File: config.mk
export PLATFORM = sky130hd
export DESIGN_NAME = hilo_muldiv_ctrl
export DESIGN_NICKNAME = d
export VERILOG_FILES = /design/src/rtl/muldiv_pkg.sv /design/src/rtl/hilo_regs.sv /design/src/rtl/hilo_muldiv_ctrl.sv
export SDC_FILE = /design/constraint.sdc
export NUM_CORES = 1
export LEC_CHECK = 0
export ABC_CLOCK_PERIOD_IN_PS = 3500
export CORE_ASPECT_RATIO = 0.5
export CORE_UTILIZATION = 48
export CTS_CLUSTER_DIAMETER = 120
export CTS_CLUSTER_SIZE = 12
export DETAILED_ROUTE_END_ITERATION = 10
export PLACE_DENSITY = 0.89
export SYNTH_ARGS = -nofsm -noshare
export SYNTH_HDL_FRONTEND = slang
export SYNTH_HIERARCHICAL = 1
export SYNTH_SLANG_ARGS = --single-unit
File: constraint.sdc
create_clock -name clk -period 3.5 [get_ports clk]
set_input_delay 1.05 -clock clk [delete_from_list [all_inputs] [get_ports clk]]
set_output_delay 1.05 -clock clk [all_outputs]
set_load 0.02 [all_outputs]
File: src/rtl/muldiv_pkg.sv
// Shared op codes, FSM encodings and defaults for the HI/LO mul/div controller.
// MADD_MSUB_EN enables op 7 (multiply-accumulate) in hilo_muldiv_ctrl.
package muldiv_pkg;

  localparam logic [2:0] OP_NONE  = 3'd0;
  localparam logic [2:0] OP_MULT  = 3'd1;
  localparam logic [2:0] OP_MULTU = 3'd2;
  localparam logic [2:0] OP_DIV   = 3'd3;
  localparam logic [2:0] OP_DIVU  = 3'd4;
  localparam logic [2:0] OP_MTHI  = 3'd5;
  localparam logic [2:0] OP_MTLO  = 3'd6;
  localparam logic [2:0] OP_MACC  = 3'd7;

  localparam logic [1:0] S_IDLE   = 2'd0;
  localparam logic [1:0] S_BUSY   = 2'd1;
  localparam logic [1:0] S_COMMIT = 2'd2;

  localparam int DIV_LATENCY_DEF = 34;
  localparam int CNT_W_DEF       = 6;

  typedef enum logic [1:0] {
    SRC_ALU,
    SRC_RS,
    SRC_ACC
  } src_t;

endpackage

File: src/rtl/hilo_regs.sv
// Architectural HI/LO register pair with independent
// write enables and per-register write-data source select.
module hilo_regs
  import muldiv_pkg::*;
(
  input  logic        clk,
  input  logic        rst,
  input  logic        hi_we,
  input  logic        lo_we,
  input  src_t        hi_sel,
  input  src_t        lo_sel,
  input  logic [31:0] alu_hi,
  input  logic [31:0] alu_lo,
  input  logic [31:0] rs_data,
  input  logic [31:0] acc_hi,
  input  logic [31:0] acc_lo,
  output logic [31:0] hi,
  output logic [31:0] lo
);

  logic [31:0] hi_wd;
  logic [31:0] lo_wd;

  always_comb begin
    hi_wd = alu_hi;
    unique case (hi_sel)
      SRC_RS:  hi_wd = rs_data;
      SRC_ACC: hi_wd = acc_hi;
      default: hi_wd = alu_hi;
    endcase
  end

  always_comb begin
    lo_wd = alu_lo;
    unique case (lo_sel)
      SRC_RS:  lo_wd = rs_data;
      SRC_ACC: lo_wd = acc_lo;
      default: lo_wd = alu_lo;
    endcase
  end

  always_ff @(posedge clk) begin
    if (!rst) begin
      hi <= '0;
      lo <= '0;
    end else begin
      if (hi_we) hi <= hi_wd;
      if (lo_we) lo <= lo_wd;
    end
  end

endmodule

File: src/rtl/hilo_muldiv_ctrl.sv
// HI/LO owner: mult/mthi/mtlo commit, multi-cycle divide sequencing.
// Optional MADD/MSUB accumulate path under `define MADD_MSUB_EN.
module hilo_muldiv_ctrl
  import muldiv_pkg::*;
#(
  parameter int DIV_LATENCY = DIV_LATENCY_DEF,
  parameter int CNT_W       = CNT_W_DEF
) (
  input  logic        clk,
  input  logic        rst,
  input  logic        flush,
  input  logic        op_valid,
  input  logic [2:0]  op_code,
  input  logic        op_sub,
  input  logic        hold,
  input  logic [31:0] alu_res_lo,
  input  logic [31:0] alu_res_hi,
  input  logic [31:0] rs_data,
  output logic [31:0] hi_o,
  output logic [31:0] lo_o,
  output logic        stall_req,
  output logic        div_done
);

  logic [1:0]       state;
  logic [CNT_W-1:0] cnt;

  logic accept;
  logic commit;
  logic is_mul;
  logic is_div;
  logic is_mthi;
  logic is_mtlo;
  logic is_macc;

  logic hi_we;
  logic lo_we;
  src_t hi_sel;
  src_t lo_sel;

  logic [63:0] acc;

  assign accept = op_valid & ~hold & ~flush
                & (state == S_IDLE);
  assign commit = (state == S_COMMIT)
                & ~hold & ~flush;

  assign is_mul  = (op_code == OP_MULT)
                 | (op_code == OP_MULTU);
  assign is_div  = (op_code == OP_DIV)
                 | (op_code == OP_DIVU);
  assign is_mthi = (op_code == OP_MTHI);
  assign is_mtlo = (op_code == OP_MTLO);

`ifdef MADD_MSUB_EN
  logic [63:0] hilo;
  logic [63:0] prod;

  assign is_macc = (op_code == OP_MACC);
  assign hilo    = {hi_o, lo_o};
  assign prod    = {alu_res_hi, alu_res_lo};
  // Wraps mod 2^64 by construction of the 64-bit add/sub
  assign acc     = op_sub ? hilo - prod
                          : hilo + prod;
`else
  logic unused_sub;

  assign is_macc    = 1'b0;
  assign acc        = {hi_o, lo_o};
  assign unused_sub = op_sub;
`endif

  assign stall_req = (state == S_BUSY)
                   | ((state == S_COMMIT) & hold);
  assign div_done  = commit;

  always_comb begin
    hi_we  = 1'b0;
    lo_we  = 1'b0;
    hi_sel = SRC_ALU;
    lo_sel = SRC_ALU;
    if (commit) begin
      hi_we = 1'b1;
      lo_we = 1'b1;
    end else if (accept) begin
      unique case (1'b1)
        is_mul: begin
          hi_we = 1'b1;
          lo_we = 1'b1;
        end
        is_mthi: begin
          hi_we  = 1'b1;
          hi_sel = SRC_RS;
        end
        is_mtlo: begin
          lo_we  = 1'b1;
          lo_sel = SRC_RS;
        end
        is_macc: begin
          hi_we  = 1'b1;
          lo_we  = 1'b1;
          hi_sel = SRC_ACC;
          lo_sel = SRC_ACC;
        end
        default: ;
      endcase
    end
  end

  // Counter keeps running under hold; only the state edge waits
  always_ff @(posedge clk) begin
    if (!rst || flush) begin
      state <= S_IDLE;
      cnt   <= '0;
    end else begin
      unique case (state)
        S_IDLE: begin
          if (accept && is_div) begin
            state <= S_BUSY;
            cnt   <= CNT_W'(DIV_LATENCY - 1);
          end
        end
        S_BUSY: begin
          if (cnt != '0)
            cnt <= cnt - 1'b1;
          else if (!hold)
            state <= S_COMMIT;
        end
        S_COMMIT: begin
          if (!hold) state <= S_IDLE;
        end
        default: state <= S_IDLE;
      endcase
    end
  end

  hilo_regs u_regs (
    .clk     (clk),
    .rst     (rst),
    .hi_we   (hi_we),
    .lo_we   (lo_we),
    .hi_sel  (hi_sel),
    .lo_sel  (lo_sel),
    .alu_hi  (alu_res_hi),
    .alu_lo  (alu_res_lo),
    .rs_data (rs_data),
    .acc_hi  (acc[63:32]),
    .acc_lo  (acc[31:0]),
    .hi      (hi_o),
    .lo      (lo_o)
  );

endmodule

==> results.py <==
metrics = {
    "sta": {
        "fin_ws_ns": 0.119,
        "finalSetupTns_ns": 0,
        "hold_viol_final": 0,
        "tightest_slew_ns": 2.16,
        "grt_setup_unrepaired": "false",
        "finalSetupViolCount": 0,
        "clock_skew_ns": 0.00445,
        "max_freq_ghz": 0.296,
        "relSlewSlack_pct": -44.2,
        "min_period_over_period_pct": 96.6,
        "maxSlewViolCount": 66,
        "period_minus_slack_ns": 3.38,
    },
    "clocking": {
        "htree_levels": 3,
        "cts-hold-fix-buffers": 0,
        "clock_latency_ns": 0.33,
        "cts_resized": 0,
        "cts_tree": "done",
        "clock-root-buffer": "clkbuf_16",
        "cts.sinks": 72,
        "cts_made_buffers": 9,
        "clock_path_buffers": 2,
        "postCtsSetupBuffers": 0,
        "path_clk_slew_ns": 0.06,
    },
    "cells_and_area": {
        "utilization_pct": 74.1,
        "nFillCells": 583,
        "antenna_cells": 0,
        "multi_input_area_sq_um": 2620,
        "area_growth_pct": 49.3,
        "layout-drive-gt1-share_pct": 29.9,
        "final_nets": 650,
        "fin_area_sq_um": 6450,
        "seq_area_sq_um": 1440,
    },
    "setup_path": {
        "path_class": "in -> out",
        "cp-start-kind": "input port",
        "worstPathMaxFanout": 4,
        "critPathArrivalTime_ns": 2.33,
        "cp.required_ns": 2.45,
        "end_kind": "primary output",
    },
    "floorplanning": {
        "die-area_sq_um": 9410,
        "die_h_um": 69.1,
        "start_util_pct": 49.6,
        "num_rows": 24,
        "ios": 171,
        "die_x_um": 136,
        "core-area_sq_um": 8710,
    },
    "logic_synthesis": {
        "yosys_warnings": 6,
        "syn_inst": 380,
        "ys_async_sr_fraction_pct": 0,
        "yosys.area.top_type": "dfxtp_1",
        "syn-cell-area_sq_um": 4320,
        "seq_area_frac_synth_pct": 33.3,
        "synth_common_cells": "72 x dfxtp_1, 61 x o22ai_1, 60 x a221oi_2",
        "synth_top_cells_by_area": "dfxtp_1 33%, a221oi_2 21%, nor3b_2 17%",
        "synth_edf_count": 0,
        "yosysMostFrequentCell": "dfxtp_1",
        "ys.flop_type": "dfxtp_1",
        "synth-seq-cells": 72,
        "synth_top_area_share_pct": 33.3,
        "yosysUniqueCellTypes": 43,
        "synth_area_per_cell_sq_um": 11.4,
    },
    "hold_path": {
        "min_path_type": "reg -> reg",
    },
    "power": {
        "powerDensity_nw_per_um2": 346,
        "power.leakage_nw": 2.39,
        "vdd_drop_max_uv": 230,
    },
    "route": {
        "vias": 4093,
        "postRouteAntennaNets": 0,
        "drt_iter0_drc": 346,
        "wl_per_cell_um": 21.2,
        "drt-pass1-iter-count": 5,
        "drcViolationCount": 0,
        "viasPerCell": 6.18,
        "totalWireLength_mm": 14.0,
    },
    "grt": {
        "busiest_layer": "met2",
        "antenna_found_initial": 0,
        "groute.usage.overall_pct": 30.4,
        "grt_pass1_wl_mm": 22.1,
        "gr-usage-met2_pct": 51.8,
        "grt_util_met1_pct": 36.1,
        "met3_usage_pct": 7.06,
        "grt_max_degree": 65,
        "grt-ovfl-total": 0,
        "grt_pass1_vias": 4291,
    },
    "run_status": {
        "violations": "max-slew violations",
        "run_status": "complete, but fails checks",
    },
    "place": {
        "place_hpwl_mm": 9.13,
        "port_buffers": 169,
        "gp_congestion": 0.804,
        "pre_cts_slack_ns": 0.0242,
        "placed_cell_area_sq_um": 6130,
    },
    "flow_run": {
        "drv_cap": 0,
    },
}
## final timing paths
kind	start	end	slack, ns	cells past startpoint
min reg2reg	state[1]	state[0]	0.47	1
min	state[1]	state[0]	0.47	1
max reg2reg	state[0]	u_regs/lo[31]	1.29	9
max	hold	stall_req	0.12	4
## flip-flops by register name (all words and copies together), names as in the netlist
register / count
u_regs/hi: 32
u_regs/lo: 32
cnt: 6
state: 2
## layout by cell type (no fill, tap or decap), drive strengths merged, types with 7 or more instances in the layout
cell type | Yosys | layout
nor2 | 7 | 7
dfxtp | 72 | 72
nand2b | 8 | 8
inv | 7 | 7
o21ai | 9 | 9
o22ai | 61 | 61
clkdlybuf4s50 | 0 | 168
buf | 34 | 17
clkbuf | 6 | 10
a221oi | 64 | 64
nor3b | 63 | 63
## logic make-up (layout without fill, tap and decap cells)
kind of cell / count (synthesis) / after routing / share of synthesized area, %
simple gates: 104 / 104 / 23.7
buf+inv: 47 / 209 / 6.77
compound gates: 151 / 151 / 34.7
flops: 72 / 72 / 33.3
other cells: 1 / 4 / 0.0867
fa+ha+maj: 5 / 5 / 1.45
## cell type report
type,count,share of cell area [%]
Sequential cell,72,22.3
Clock buffer,10,3.70
Tap cell,117,2.27
Inverter,7,0.407
Clock inverter,6,1.28
Multi-Input combinational cell,264,40.6
Timing Repair Buffer,186,29.4
## report_power, final
group | switching [W] | total [W] | internal [W]
Clock | 0.000362 | 0.00100 | 0.000640
Combinational | 0.000159 | 0.000364 | 0.000205
Sequential | 0.0000215 | 0.000864 | 0.000842
## stage by stage
| stage | hold WS (ns) | power [W] | cells |
|---|---|---|---|
| 6_report | 0.472 | 0.00223 | 662 |
| 4_1_cts | 0.468 | 0.00223 | 662 |
| 3_3_place_gp | 0.452 | 0.00123 | 646 |
| 5_1_grt | 0.502 | 0.00230 | 662 |
| 3_5_place_dp | 0.460 | 0.00123 | 646 |
| 2_1_floorplan | 0.437 | 0.00104 | 383 |
## critical path: stages
cell and delay [ns]:
clkdlybuf4s50_1 0.52, nand2_1 0.09, nand2_1 0.07, clkdlybuf4s50_1 0.60
## metal layers
metal / up-vias / share of wire (%)
met4: 0 / 3.0
li1: 1889 / -
met3: 39 / 5.7
met5: - / 0
met2: 148 / 51
met1: 2017 / 40
Power figures use the tool's default switching activity.
==> RTL edit 1 (same settings) <==
The option `MADD_MSUB_EN` is turned on by a define.
--- a/src/rtl/hilo_muldiv_ctrl.sv
+++ b/src/rtl/hilo_muldiv_ctrl.sv
@@ -2,2 +2,4 @@
 // Optional MADD/MSUB accumulate path under `define MADD_MSUB_EN.
+`define MADD_MSUB_EN
+
 module hilo_muldiv_ctrl
Behaviour: not the same (Yosys sat finds a counterexample within 4 cycles, from zero or initial values and one cycle with rst low).
==> RTL edit 1 against the unedited design <==
  * The flow now stops in global routing
  * Area after synthesis grew 120%
==> RTL edit 1: results <==
INSERT INTO impl_metrics (metric_group, metric, value, unit) VALUES
('status', 'outcome', 'did not finish', ''),
('status', 'lastStage', 'global routing', ''),
('status', 'error_line', '[ERROR GRT-0116] Global routing finished with congestion. Check the congestion regions in the DRC Viewer.', ''),
('placement', 'dpl_worst_slack', '-2.84', 'ns'),
('global_routing', 'largest_net_degree_at_the_start_of_global_routing', '66', ''),
('placement', 'globalplace.congestion', '1.09', ''),
('clock_tree', 'number_of_h_tree_branching_levels', '3', ''),
('logic_synthesis', 'synth.net_count', '1348', ''),
('placement', 'dpl.hpwl', '36500', 'µm'),
('logic_synthesis', 'ys_async_sr_fraction', '0', ''),
('logic_synthesis', 'synth.area.top_cells', 'dfxtp_1 15%, a221oi_2 9.5%, ha_1 9.3%, xnor2_1 8.4%, nor3b_2 7.7%', ''),
('logic_synthesis', 'synth_common_cells', '106 x a21oi_1, 93 x nor2_1, 90 x xnor2_1', ''),
('clock_tree', 'cts_buffer_depth', '2', ''),
('global_routing', 'grtUsageTotal', '0.839', ''),
('clock_tree', 'cts-root-buf', 'clkbuf_16', ''),
('placement', 'port_buffers', '170', ''),
('logic_synthesis', 'yosysWarnings', '6', ''),
('logic_synthesis', 'cell_variety_after_synth', '75', ''),
('clock_tree', 'cts-buffers-inserted', '9', ''),
('logic_synthesis', 'ys_ff_latch', '72', ''),
('global_routing', 'grt_first_pass_wirelength', '127000', 'µm'),
('logic_synthesis', 'synth.yosys.seq_area_share', '0.153', ''),
('global_routing', 'grt_overflow_total', '184', ''),
('global_routing', 'first_global_vias', '18200', '');
-- RTL edit 1: what timing repair did --
action                     4_1_cts
setup buffers                  103
pin swaps                      266
hold endpoints to repair         0
setup endpoints to repair       60
resized for setup              392
-- RTL edit 1: routing by layer --
metal | global-route usage | overflow
met3 | 0.729 | 4
met5 | 0.462 | 0
met1 | 0.819 | 1
met4 | 0.882 | 57
met2 | 0.985 | 122
-- RTL edit 1: through the flow --
| step | cell area, µm² | TNS [ns] | instances | util |
|---|---|---|---|---|
| after detailed placement | 14400 | -113.07 | 1899 | 0.764 |
| after global placement | 14400 | -98.88 | 1899 | 0.764 |
| after CTS | 16800 | -67.33 | 2004 | 0.893 |
| after floorplan | 9900 | -51.26 | 1172 | - |
-- RTL edit 1: kinds of logic after synthesis --
| family | after synthesis | share of synthesized area |
|---|---|---|
| AOI/OAI and AO/OA | 419 | 0.334 |
| xor gates and xnor gates | 125 | 0.116 |
| adders and majority gates | 71 | 0.0949 |
| buffers and inverters | 114 | 0.0578 |
| DFF | 72 | 0.153 |
| muxes | 2 | 0.00212 |
| and+or+nand+nor | 369 | 0.243 |
==> RTL edit 2 (same settings) <==
Made on the original files. Reset style: asynchronous (`rst`), changed in one clocked block.
--- a/src/rtl/hilo_regs.sv
+++ b/src/rtl/hilo_regs.sv
@@ -41,3 +41,3 @@
 
-  always_ff @(posedge clk) begin
+  always_ff @(posedge clk or negedge rst) begin
     if (!rst) begin
Function: differs if rst is asserted again (counterexample within 4 cycles, from zero or initial values and one cycle with rst low); with rst held inactive, the same outputs for 10 cycles.
==> RTL edit 2 against the unedited design <==
  * The run ends with DRC, slew limit left
  * Sequential cell count is the same
  * Die area rose by 3.5%
  * Final area grew 1.3%
  * Setup slack got worse by 0.025 ns
  * Area after synthesis up 3.5%
  * Routed wire length fell by 1.4%
  * Critical path type unchanged
  * Largest cell class unchanged
  * Highest routed layer unchanged
Power is not compared: it rests on default switching activity, and its combinational part moved more than twofold at a synthesized area within 25%.
==> RTL edit 2: results <==
INSERT INTO impl_metrics (metric_group, metric, value, unit) VALUES
('global_routing', 'grtUsageMet2', '0.521', ''),
('route', 'met1Wirelength', '5810', 'µm'),
('logic_synthesis', 'ys_async_sr_fraction', '0.889', ''),
('logic_synthesis', 'synth_common_cells', '71 x o21ai_0, 70 x nor2_1, 65 x nand3b_1', ''),
('final_layout', 'count_of_fill_cells_added_during_filler_insertion', '646', ''),
('status', 'failed_checks', 'DRC, slew limit', ''),
('route', 'route.met3.wl', '682', 'µm'),
('status', 'outcome', 'finished with violations', ''),
('global_routing', 'grt_util_met1', '0.358', ''),
('logic_synthesis', 'synth.area.top_cells', 'dfrtp_1 36%, a221oi_2 20%, nand3b_1 11%, o21ai_0 7.9%, nor2_1 5.9%', ''),
('global_routing', 'groute.layer.met3.usage', '0.0590', ''),
('logic_synthesis', 'synthesis.instances', '441', ''),
('worst_setup_path', 'worstPathArrival', '2.36', 'ns'),
('route', 'detail_route.wl_per_cell', '19.2', 'µm'),
('route', 'remaining_drc_errors', '14', ''),
('global_routing', 'first_global_vias', '4372', ''),
('route', 'drtIter0Drc', '341', ''),
('sta', 'timing.final.max_slew_violations', '66', ''),
('final_layout', 'final_nets', '708', ''),
('placement', 'dpl_worst_slack', '0.0161', 'ns');
-- RTL edit 2: changes by cell type after synthesis, moves of 5 or more --
cell / unedited run / this run
dfxtp_1: 72 / 8
o21ai_0: 9 / 71
buf_2: 18 / 23
nand3b_1: 2 / 65
dfrtp_1: 0 / 64
nor2_1: 7 / 70
nor3b_2: 58 / 0
o22ai_1: 61 / 0
-- RTL edit 2: worst paths after layout --
kind	startpoint	to	slack (ns)	cells past startpoint
worst max-delay path	hold	stall_req	0.09	4
worst min-delay path	state[1]	state[0]	0.49	1
worst max register to register	state[1]	u_regs/lo[18]	1.33	9
worst min register to register	state[1]	state[0]	0.49	1
max in group asynchronous	rst	u_regs/lo[19]	1.99	2
min in group asynchronous	rst	u_regs/hi[2]	0.95	2
-- RTL edit 2: cell type report --
class,count,share of cell area
well taps,117,0.0224
repair buffers,184,0.283
flip-flops and latches,72,0.270
clock inverters,4,0.00287
inverters,7,0.00402
clock buffers,12,0.0392
multi-input cells,324,0.379
-- RTL edit 2: kinds of logic (layout without fill, tap and decap cells) --
logic type	after synthesis	after routing	synth area share
other	1	4	0.000838
buffers and inverters	48	207	0.0621
DFF	72	72	0.394
adders and majority gates	5	5	0.0140
and+or+nand+nor	164	164	0.212
AOI/OAI and AO/OA	151	151	0.317
-- RTL edit 2: worst reg2reg max path, stage by stage (launching register included) --
cell and delay, ns:
dfxtp_1 0.33, nor2_1 0.21, nand4_1 0.15, nor2_1 0.17, inv_1 0.06, ha_1 0.31
nand2b_4 0.28, buf_12 0.23, a221oi_2 0.22, nor2_1 0.10
-- RTL edit 2: stage by stage --
stage,utilization,cell area [µm²],hold WS [ns]
detailed placement,0.704,6260,0.477
finish,0.735,6540,0.493
floorplan,-,4490,0.437
global route,0.735,6540,0.533
CTS,0.735,6530,0.491
global placement,0.704,6260,0.461
